**src/rtl/pc_pkg.sv**
```systemverilog
// Shared PC defaults: width, reset vector and instruction size.
package pc_pkg;
    localparam int          PC_XLEN         = 32;
    localparam logic [31:0] PC_RESET_VECTOR = 32'h0000_0000;
    localparam int          INSN_BYTES      = 4;
    localparam int          INSN_ALIGN_BITS = 2;
endpackage

```
**src/rtl/pc_trace.sv**
```systemverilog
// PC trace: previous PC and wrapping load counter; updates with each PC load.
// Latency 1 cycle, no backpressure (every clock edge out of reset is a load).
module pc_trace
    import pc_pkg::*;
#(
    parameter int              XLEN         = PC_XLEN,
    parameter logic [XLEN-1:0] RESET_VECTOR = XLEN'(PC_RESET_VECTOR)
) (
    input  logic            clk,
    input  logic            reset,
    input  logic [XLEN-1:0] i_cur_pc,
    output logic [XLEN-1:0] o_prev_pc,
    output logic [31:0]     o_load_count
);

    logic [XLEN-1:0] r_prev_pc;
    logic [31:0]     r_load_count;

    // i_cur_pc is the value about to be replaced by this edge's load.
    always_ff @(posedge clk or negedge reset) begin
        if (!reset) begin
            r_prev_pc    <= RESET_VECTOR;
            r_load_count <= 32'd0;
        end else begin
            r_prev_pc    <= i_cur_pc;
            r_load_count <= r_load_count + 32'd1;
        end
    end

    assign o_prev_pc    = r_prev_pc;
    assign o_load_count = r_load_count;

endmodule

```
**src/rtl/pc.sv**
```systemverilog
// Program counter: loads word-aligned next_pc every edge (1-cycle latency, no stall).
// Optional trace outputs prev_pc/load_count when PC_TRACE_EN is defined.
module pc
    import pc_pkg::*;
#(
    parameter int              XLEN         = PC_XLEN,
    parameter logic [XLEN-1:0] RESET_VECTOR = XLEN'(PC_RESET_VECTOR)
) (
    input  logic            clk,
    input  logic            reset,
    input  logic [XLEN-1:0] next_pc,
    output logic [XLEN-1:0] pc_out,
    output logic [XLEN-1:0] pc_plus4,
    output logic            pc_valid,
    output logic            misaligned
`ifdef PC_TRACE_EN
    ,
    output logic [XLEN-1:0] prev_pc,
    output logic [31:0]     load_count
`endif
);

    logic [XLEN-1:0] r_pc;
    logic            r_valid;
    logic            r_misaligned;
    logic [XLEN-1:0] w_next_aligned;
    logic            w_next_misaligned;

    assign w_next_aligned    = {next_pc[XLEN-1:INSN_ALIGN_BITS], {INSN_ALIGN_BITS{1'b0}}};
    assign w_next_misaligned = |next_pc[INSN_ALIGN_BITS-1:0];

    always_ff @(posedge clk or negedge reset) begin
        if (!reset) begin
            r_pc         <= RESET_VECTOR;
            r_valid      <= 1'b0;
            r_misaligned <= 1'b0;
        end else begin
            r_pc         <= w_next_aligned;
            r_valid      <= 1'b1;
            r_misaligned <= w_next_misaligned;
        end
    end

    // Wraps modulo 2^XLEN; carry-out is deliberately dropped.
    assign pc_plus4   = r_pc + XLEN'(INSN_BYTES);
    assign pc_out     = r_pc;
    assign pc_valid   = r_valid;
    assign misaligned = r_misaligned;

`ifdef PC_TRACE_EN
    pc_trace #(
        .XLEN         (XLEN),
        .RESET_VECTOR (RESET_VECTOR)
    ) u_trace (
        .clk          (clk),
        .reset        (reset),
        .i_cur_pc     (r_pc),
        .o_prev_pc    (prev_pc),
        .o_load_count (load_count)
    );
`endif

endmodule

```
**config.mk**
```make
export PLATFORM = sky130hd
export DESIGN_NAME = pc
export DESIGN_NICKNAME = d
export VERILOG_FILES = /design/src/rtl/pc_pkg.sv /design/src/rtl/pc_trace.sv /design/src/rtl/pc.sv
export SDC_FILE = /design/constraint.sdc
export NUM_CORES = 1
export LEC_CHECK = 0
export ABC_AREA = 0
export BUFFER_PORTS_ARGS = -buffer_cell sky130_fd_sc_hd__buf_2
export CELL_PAD_IN_SITES_DETAIL_PLACEMENT = 0
export CELL_PAD_IN_SITES_GLOBAL_PLACEMENT = 1
export CORE_UTILIZATION = 32
export DETAILED_ROUTE_END_ITERATION = 8
export GPL_TIMING_DRIVEN = 0
export PLACE_DENSITY_LB_ADDON = 0.1
export RECOVER_POWER = 25
export SYNTH_ARGS = -nofsm -noshare
export SYNTH_HDL_FRONTEND = slang
export SYNTH_HIERARCHICAL = 1
export SYNTH_SLANG_ARGS = --single-unit
export TNS_END_PERCENT = 1
```
**constraint.sdc**
```tcl
create_clock -name clk -period 3.05 [get_ports clk]
set_input_delay 0.305 -clock clk [delete_from_list [all_inputs] [get_ports clk]]
set_output_delay 0.305 -clock clk [all_outputs]
set_load 0.05 [all_outputs]
```
==> flow_summary.rst <==
.. list-table::
   :header-rows: 1

   * - Metric
     - Value
   * - Fin area
     - 2080 sq um
   * - Antenna violations before repair
     - 0
   * - Global routing usage summed across all routing layers
     - 0.150
   * - Maximum number of pins on one net before global-route repair
     - 33
   * - Count of mapped cells out of synthesis
     - 119
   * - Worst setup slack before clock tree synthesis
     - 721 ps
   * - Maximum fanout along the worst path
     - 8
   * - Post-CTS Setup Repair Bufs
     - 0
   * - Clock transition at the registers of the reported paths
     - 60 ps
   * - Sum of met2 wire segment lengths after detailed routing
     - 1740 um
   * - Post-route worst setup slack
     - 470 ps
   * - Grt ovf
     - 0
   * - Number of global-route vias before repair
     - 1211
   * - Number of synthesized register bits
     - 32
   * - Hold Worst Slack
     - 76.7 ps
   * - Placement row count
     - 24
   * - Ratio of final minimum period to clock period
     - 0.846
   * - Routed metal-1 wire length
     - 1240 um
   * - Average cell area after synthesis
     - 12.1 sq um
   * - Leakage dissipation
     - 1.04 nW
   * - Detailed-route wire length
     - 3300 um
   * - Full die area
     - 4770 sq um
   * - Area after detailed placement
     - 1990 sq um
   * - Type of origin of the critical path
     - flip-flop
   * - Worst slew margin
     - 0.534
   * - Final GP Congestion
     - 0.751
   * - Final max-slew violation count
     - 0
   * - Number of buffers added to fix hold violations after cts
     - 0
   * - Relative area change from synthesis to final layout
     - 44.6%
   * - Share of final-layout standard cells stronger than drive strength 1
     - 0.502
   * - Per-cell routed wire length
     - 11.9 um
   * - Power per unit of standard cell area
     - 517 nW/um^2
   * - Sum Neg Setup Slack
     - 0 ps
   * - Peak Freq
     - 0.388 GHz
   * - Outcome
     - complete, no violations
   * - Detailed placer's ending HPWL
     - 2600 um
   * - Wire length on met3
     - 300 um
   * - Distinct cell type count after synthesis
     - 21
   * - Clock sink total
     - 32
   * - Number of DRC violations after detailed-routing iteration 0
     - 44
   * - Post-detailed-route count of antenna-violating nets
     - 0
   * - Non-filler instance count after layout
     - 277
   * - Hold crit path type
     - primary input to async pin
   * - Count of endpoints failing setup in the final report
     - 0
   * - WS Path Type
     - flip-flop to primary output
   * - Average via count per standard cell
     - 4.40
   * - IO buf count
     - 95
   * - Number of remaining DRC errors
     - 0
   * - Total power
     - 1.07 mW
   * - Slew at the pin closest to its max-slew limit
     - 698 ps
   * - Most common cell after layout, fill and taps aside
     - buf_2
   * - Netlist area before placement
     - 1440 sq um
   * - Top routing layer used
     - met4
   * - Height of the die
     - 69.1 um
   * - Worst Path Required
     - 2740 ps
   * - Horizontal die dimension
     - 69.1 um
   * - Warnings, synthesis
     - 6
   * - Critical path data arrival time
     - 2280 ps
   * - Final critical-path required period
     - 2580 ps
   * - Fraction of the core area covered by cells at the end of the flow
     - 0.481
   * - TritonCTS clock tree
     - done
   * - Max H-tree Level
     - 2
   * - Most frequent cells in the layout
     - buf_2 (95), dfrtp_1 (32), xnor2_1 (19)
   * - Final hold violations
     - 0
   * - Post-cts sizing count
     - 0
   * - Initial core utilization
     - 0.333
   * - Fin nets
     - 259
   * - Root buffer selected by CTS
     - clkbuf_8
   * - Post-synthesis sequential area ratio
     - 0.557
   * - Fillers
     - 422
   * - Area of the core
     - 4320 sq um
   * - Wire length of the first global-routing pass
     - 5580 um
   * - Number of top-level design ports
     - 100
   * - Number of buffers on the longest clock path
     - 2
   * - Antenna diode count
     - 0
   * - Setup repair after global routing missed its margin
     - no
   * - Total CTS buffers
     - 5
   * - Worst ir drop on vdd
     - 297 uV
   * - Post-placement cell count
     - 269
   * - Detailed-route via count
     - 1218
   * - Crit end category
     - primary output
   * - Max capacitance violation total
     - 0
   * - First-pass detailed-route iteration total
     - 4
-- report_power, final --
part           internal, mW  total, mW  switching (mW)
Sequential            0.446      0.475          0.0283
Combinational        0.0652      0.282           0.217
Clock                 0.184      0.318           0.134
-- cell usage after synthesis --
| master | count | share of area |
|---|---|---|
| xnor2_1 | 19 | 0.12 |
| ha_1 | 1 | 0.0087 |
| conb_1 | 2 | 0.0052 |
| nand4_4 | 1 | 0.015 |
| nand4_2 | 1 | 0.0087 |
| nor2_1 | 6 | 0.016 |
| nand3_1 | 10 | 0.035 |
| nand2_1 | 10 | 0.026 |
| nand4_1 | 6 | 0.026 |
| nand3_4 | 1 | 0.012 |
| nor3_1 | 3 | 0.010 |
| xor2_1 | 9 | 0.055 |
| or2_1 | 1 | 0.0044 |
| nand3_2 | 1 | 0.0070 |
| nor4_4 | 3 | 0.044 |
| nor4_1 | 1 | 0.0044 |
| dfrtp_1 | 32 | 0.56 |
| and3_1 | 4 | 0.017 |
| or2_2 | 1 | 0.0044 |
| inv_1 | 3 | 0.0078 |
| buf_4 | 4 | 0.021 |
-- worst paths after layout --
kind                                     start              endpoint  slack (ps)  depth (start not counted)
worst max-delay path       pc_out[2]$_DFF_PN0_          pc_plus4[30]         470                          6
worst min-delay path                     reset  pc_out[12]$_DFF_PN0_          80                          1
max in group asynchronous                reset  pc_out[22]$_DFF_PN0_        2520                          1
min in group clk                   next_pc[31]  pc_out[31]$_DFF_PN0_         140                          1
-- layer usage --
| layer | up-vias | global-route usage |
|---|---|---|
| met5 | - | 0 |
| met4 | 0 | 0.0476 |
| met3 | 2 | 0.0673 |
| met2 | 52 | 0.255 |
| met1 | 562 | 0.166 |
| li1 | 602 | - |
-- registers in the layout, summed over array words and instances (netlist names) --
register and cells:
misaligned 1, pc_out 30, pc_valid 1
-- area by class of cell --
type	count	area, sq um	area share
sequential	32	801	0.385
buffer	4	30.0	0.0144
inverter	3	11.3	0.00541
multi-input combinational	83	608	0.292
tap	52	65.1	0.0313
timing repair buffer	95	475	0.229
clock buffer	8	90.1	0.0433
-- worst max-delay path, stage by stage, from the launching register on --
cell and delay, ps:
dfrtp_1 410, ha_1 210, nand3_1 260, nor4_4 490
nand4_1 180, xnor2_1 170, buf_2 280
-- cell families (layout without fill, tap and decap cells) --
kind of cell | after synthesis | count (layout) | synth area share
buf+inv | 7 | 110 | 0.0287
simple gates | 49 | 49 | 0.230
xor+xnor | 28 | 28 | 0.170
other cells | 2 | 5 | 0.00522
flops | 32 | 32 | 0.557
fa+ha+maj | 1 | 1 | 0.00869
No activity file was read; power rests on OpenSTA's default activity.
